## src/rtl/alu_issue_ctrl.sv

```systemverilog
// ALU command issue stage: registers one command, sequences single/multi-cycle execution and
// holds the captured result on a valid/ready port. Define ALU_ISSUE_OP_COUNT_EN to add OP_COUNT.
module alu_issue_ctrl #(
  parameter int unsigned WIDTH  = 8,
  parameter int unsigned MC_LAT = 3
) (
  input  logic               CLK,
  input  logic               RST,
  input  logic               CMD_VALID,
  output logic               CMD_READY,
  input  logic [3:0]         CMD_FUN,
  input  logic [WIDTH-1:0]   CMD_A,
  input  logic [WIDTH-1:0]   CMD_B,
  output logic               ALU_EN,
  output logic [1:0]         ALU_FUNC,
  output logic [1:0]         ALU_SUB,
  output logic [WIDTH-1:0]   ALU_A,
  output logic [WIDTH-1:0]   ALU_B,
  input  logic [2*WIDTH-1:0] ALU_RESULT,
  output logic               RES_VALID,
  input  logic               RES_READY,
`ifdef ALU_ISSUE_OP_COUNT_EN
  output logic [15:0]        OP_COUNT,
`endif
  output logic [2*WIDTH-1:0] RES_DATA
);

  localparam int unsigned CNT_W = 4;

  typedef enum logic [1:0] {
    ST_IDLE = 2'd0,
    ST_EXEC = 2'd1,
    ST_WAIT = 2'd2,
    ST_HOLD = 2'd3
  } state_t;

  state_t           state;
  state_t           state_nxt;
  logic [CNT_W-1:0] lat_cnt;
  logic             is_mc;
  logic             cmd_accept;
  logic             capture;
  logic             load_cnt;

  // MUL (00_10) and DIV (00_11) are the only multi-cycle codes
  assign is_mc = (ALU_FUNC == 2'b00) && ALU_SUB[1];

  always_ff @(posedge CLK) begin
    if (RST) state <= ST_IDLE;
    else     state <= state_nxt;
  end

  always_comb begin
    state_nxt = state;
    case (state)
      ST_IDLE: if (cmd_accept) state_nxt = ST_EXEC;
      ST_EXEC: state_nxt = is_mc ? ST_WAIT : ST_HOLD;
      ST_WAIT: if (lat_cnt == '0) state_nxt = ST_HOLD;
      ST_HOLD: if (RES_READY) state_nxt = cmd_accept ? ST_EXEC : ST_IDLE;
      default: state_nxt = ST_IDLE;
    endcase
  end

  always_comb begin
    ALU_EN     = 1'b0;
    RES_VALID  = 1'b0;
    CMD_READY  = 1'b0;
    capture    = 1'b0;
    load_cnt   = 1'b0;
    cmd_accept = 1'b0;
    case (state)
      ST_IDLE: CMD_READY = 1'b1;
      ST_EXEC: begin
        ALU_EN   = 1'b1;
        load_cnt = is_mc;
        capture  = !is_mc;
      end
      ST_WAIT: begin
        ALU_EN  = 1'b1;
        capture = (lat_cnt == '0);
      end
      ST_HOLD: begin
        RES_VALID = 1'b1;
        CMD_READY = RES_READY;
      end
      default: ;
    endcase
    if (RST) CMD_READY = 1'b0;
    cmd_accept = CMD_VALID && CMD_READY;
  end

  // Command registers only move on accept; result only on the final execute cycle
  always_ff @(posedge CLK) begin
    if (RST) begin
      ALU_FUNC <= '0;
      ALU_SUB  <= '0;
      ALU_A    <= '0;
      ALU_B    <= '0;
      RES_DATA <= '0;
      lat_cnt  <= '0;
    end else begin
      if (cmd_accept) begin
        ALU_FUNC <= CMD_FUN[3:2];
        ALU_SUB  <= CMD_FUN[1:0];
        ALU_A    <= CMD_A;
        ALU_B    <= CMD_B;
      end
      if (capture) RES_DATA <= ALU_RESULT;
      if (load_cnt)
        lat_cnt <= CNT_W'(MC_LAT - 2);
      else if (state == ST_WAIT && lat_cnt != '0)
        lat_cnt <= lat_cnt - CNT_W'(1);
    end
  end

`ifdef ALU_ISSUE_OP_COUNT_EN
  // Saturating count of result handshakes
  always_ff @(posedge CLK) begin
    if (RST)
      OP_COUNT <= '0;
    else if (RES_VALID && RES_READY && OP_COUNT != 16'hFFFF)
      OP_COUNT <= OP_COUNT + 16'd1;
  end
`endif

endmodule
```

## config.mk

```make
export PLATFORM = sky130hd
export DESIGN_NAME = alu_issue_ctrl
export DESIGN_NICKNAME = d
export VERILOG_FILES = /design/src/rtl/alu_issue_ctrl.sv
export SDC_FILE = /design/constraint.sdc
export NUM_CORES = 1
export LEC_CHECK = 0
export CAP_MARGIN = 5
export CORE_MARGIN = 2
export CORE_UTILIZATION = 45
export CTS_CLUSTER_DIAMETER = 80
export DETAILED_ROUTE_END_ITERATION = 8
export PLACE_DENSITY = 0.93
export SLEW_MARGIN = 20
export SYNTH_ARGS = -nofsm -noshare
export SYNTH_HDL_FRONTEND = slang
export SYNTH_SLANG_ARGS = --single-unit
```

## constraint.sdc

```tcl
create_clock -name CLK -period 5.4 [get_ports CLK]
set_clock_uncertainty 0.1 [all_clocks]
set_input_delay 0.81 -clock CLK [delete_from_list [all_inputs] [get_ports CLK]]
set_output_delay 0.81 -clock CLK [all_outputs]
set_load 0.02 [all_outputs]
```

# Yosys cells after proc, flatten, opt, wreduce, memory -nomap -nowiden
# Index checks and enable logic that the tools add are counted.
# totals
output_inout_bits	39
in_bits	40
register_bits	42
# classes
mux	14
addsub	1
n_eq_ne	6
n_reduce_logical	12
# ops
cell	n
1-bit two-way mux	8
2-bit one-hot mux with 4 select lines	1
2-bit two-way mux	3
2-bit inequality test, second input constant	3
2-bit == test, second input constant	2
2-bit logical NOT	2
4-bit logical NOT	1
1-bit one-hot mux with 2 select lines	2
4-bit nonzero test	1
2-bit OR reduction	2
4-bit by 1-bit subtractor with 4-bit output, second input constant	1
1-bit logical AND	3
3-bit AND reduction	1
2-bit by 1-bit == test with 1-bit output, second input constant	1
2-bit nonzero test	1
1-bit logical NOT	1

# Longest topological paths before layout
# logic_depth
word_depth	7
ltp_mapped	7
depth_no_buf	6

# Least setup slack after synthesis
# Ideal clock, no wire load.
# synth_timing
kind	input port to output port
from	input port RST
to	output port CMD_READY
t_arrival_ps	1630
path_slack_ps	2860
required_ps	4490
cell_stages	3
cell_sequence	clkbuf_1 > clkbuf_1 > nor3_1
# synth_between
elab_chain_len	1
# synth_rtl
item	line	text
start: declaration	8	input logic RST,
1-bit two-way mux	88	if (RST) CMD_READY = 1'b0;
end: declaration	10	output logic CMD_READY,
# No other way between the ends.

# Worst setup path after layout
# layout_timing
from	input port RES_READY
to	output port CMD_READY
# layout_between
elab_chain_len	2
# layout_rtl
item	line	text
start: declaration	21	input logic RES_READY,
1-bit one-hot mux with 2 select lines	71	case (state)
1-bit two-way mux	88	
# No other way between the ends.

==> metrics <==
core area=roughly 4000 µm²; Async SR Flop Fraction=0%; Starting Density=45.92%; WP data arrival=2.19 ns; Synth Register Bits=42; via count=1,587; antenna-violating nets left=0; Non-Filler Instances=330; most used cell, CP=clkdlybuf4s50_1; setup tns final=0 ns; VDD IR max=around 0.32 mV; Worst slew margin=between 50% and 60%; DR pass1 iterations=4; layout cell share with drive strength beyond 1=5.000%; DRT Wirelength=4.146 mm; worst reg2reg path depth=6; Tcrit/Tclk final=57.38%; worst hold stages=2; worst min path class=register to register; sequential fraction of the synthesis area=a little under half; final setup fails=0; DRT iter0 DRCs=60; first-pass GRT wire length=6.437 mm; Mapped Area=between 1500 and 2000 µm²; gpl congestion=approximately 0.7; Fillers=318; postcts setup bufs=0; Mean Syn Cell Area=8.875 µm²; HPWL Detailed=2.953 mm; Final Hold Slack=0.3583 ns; Main synth FF type=dfxtp_1; MaxCap Viol Count=0; fin nets=324; final critical-path required period=3.099 ns; initial antenna violation count=0; r2r setup slk=3.28 ns; Synth top area share=46.44%; cell count after synthesis=between 200 and 250; syn nets=between 200 and 250; Die ar.=4547 µm²; Yosys warnings=0; cell with the most instances after synthesis=dfxtp_1; Slew @ Worst Pin=0.7329 ns; drt drc=0; worst-path cell with the longest stage delay=clkdlybuf4s50_1; Fmax=roughly 320 MHz; largest cells by area after synthesis=dfxtp_1 46%, nand2b_1 12%, mux2i_1 9.4%; # IOs=79; DR WL/cell=12.56 µm; Crit Reg-Reg Startpoint=state[0]$_SDFFE_PP0P_; Min-Delay Endpoint=ALU_B[6]$_SDFFE_PP0P_; CP endpoint kind=primary output; PortBufs=78; DIE HEIGHT=67.43 µm; Synth top cells by count=42 x dfxtp_1, 40 x nand2_1, 34 x nand2b_1; flip-flop and latch area=840.8 µm²; area grow syn2layout=50.17%; Worst R2R End=state[0]$_SDFFE_PP0P_; CTS Buf Count=5; critical path class=primary input to primary output; Post-synth EDFFs=0; number of inserted diodes=0; die width=67.43 µm; Pleak=0.9523 nW; fin util=68.96%; overall global routing resource usage=18.70%; pin count of the biggest net entering global routing=roughly 60; crit path launch type=primary input; htree depth=2; CP required=~4.5 ns; Netlist cell types=25; clock buffer depth=2; RSZ-0062 raised after global routing=false; Final Hold Vio Count=0; clk_lat worst skew=0.29 ns; Max Slew Vio Count=0; CTS Hold Buffers Added=0; crit path max fanout=3; TritonCTS clock tree=built; leading area contributor after synthesis=dfxtp_1; Crit path max-delay family=buffers and inverters; CP max stage delay=between 0.6 and 0.7 ns; post_cts resized=0; CTS clk-pin slew, worst paths=0.08 ns; GRT overflow=0; hold_sp=ALU_B[6]$_SDFFE_PP0P_; clk root buf=clkbuf_8; # placed instances=~320; Sink Count=42; vias in the first global route=1,454; outcome=completed; WP buf/inv=2; Vias per Instance=4.809; FP Rows=23; CP Cell Sequence=clkdlybuf4s50_1 > a21oi_1 > nor3_1 > clkdlybuf4s50_1; Power Dens Cells=408.2 nW/µm²; Multi-input gate area=between 900 and 1000 µm²
-- worst max path at each step --
| stage | start | endpoint | slack [ns] | cells after the start |
|---|---|---|---|---|
| 6_report | RES_READY | CMD_READY | 2.30 | 4 |
| 5_1_grt | RES_READY | CMD_READY | 2.21 | 4 |
| 4_1_cts | RES_READY | CMD_READY | 2.29 | 4 |
| 3_5_place_dp | RES_READY | CMD_READY | 2.30 | 4 |
| 3_3_place_gp | RES_READY | CMD_READY | 2.33 | 4 |
| 2_1_floorplan | RST | CMD_READY | 2.86 | 3 |
-- kinds of logic after synthesis --
logic type / share of synthesized area [%]
adder cells (fa/ha/maj): 3.455
buffers and inverters: 3.732
multiplexers: 9.399
AND/OR/NAND/NOR: 25.64
AO/OA/AOI/OAI: 9.884
flip-flops: 46.44
XOR/XNOR: 1.452
-- area by class of cell --
type	instances	area share, %
Inverter	4	0.5522
Sequential cell	42	30.92
Multi-Input combinational cell	146	33.59
Clock buffer	7	3.175
Clock inverter	1	0.1841
Timing Repair Buffer	80	29.27
Tap cell	50	2.301
-- cell usage in the layout (no fill, tap or decap) --
cell type and n:
a21oi_1 22, nand2b_1 34, xor2_1 2, clkbuf_1 1, nand2_1 40, nand3_1 4, nor2b_1 1, inv_1 4
a21boi_4 1, dfxtp_1 42, nor3_1 2, mux2i_1 17, nor3b_1 1, clkdlybuf4s50_1 78, nor2_1 8, clkinv_2 1
a221oi_4 1, and2_2 1, ha_1 5, or3b_1 1, buf_4 2, xnor2_1 1, clkbuf_8 6, or3b_4 1
a311oi_1 2, a21bo_2 1, a211oi_1 1
-- stage by stage --
step                area, µm²  worst slack (ns)  total power, mW
floorplan                1810             2.860           0.7108
global placement         2620             2.331           0.8929
detailed placement       2620             2.304           0.9055
CTS                      2711             2.287            1.113
global route             2719             2.209            1.178
finish                   2719             2.301            1.110
-- state kept, by name (all words and copies together) (netlist names) --
name,count
RES_DATA,16
state,2
lat_cnt,4
ALU_A,8
ALU_B,8
ALU_FUNC,2
ALU_SUB,2
-- routing by layer --
| metal | wire [µm] | part of all wire (%) | track usage (%) |
|---|---|---|---|
| met5 | 0 | 0 | 0 |
| met4 | 70 | 1.7 | 7.653 |
| met3 | 163 | 3.9 | 4.333 |
| met2 | 2157 | 52 | 32.92 |
| met1 | 1754 | 42 | 21.73 |
-- where the power goes --
| part | switching (mW) | leakage, nW | internal, mW | total [mW] |
|---|---|---|---|---|
| Combinational | 0.254 | 0.563 | 0.242 | 0.496 |
| Sequential | 0.0360 | 0.341 | 0.370 | 0.406 |
| Clock | 0.105 | 0.0482 | 0.103 | 0.208 |
-- worst register-to-register path: stages, from the launching register on --
cell	delay, ns
dfxtp_1	0.39
inv_1	0.08
ha_1	0.37
or3b_1	0.46
a221oi_4	0.30
nor2_1	0.08
a311oi_1	0.25
No activity file was read; power rests on OpenSTA's default activity.
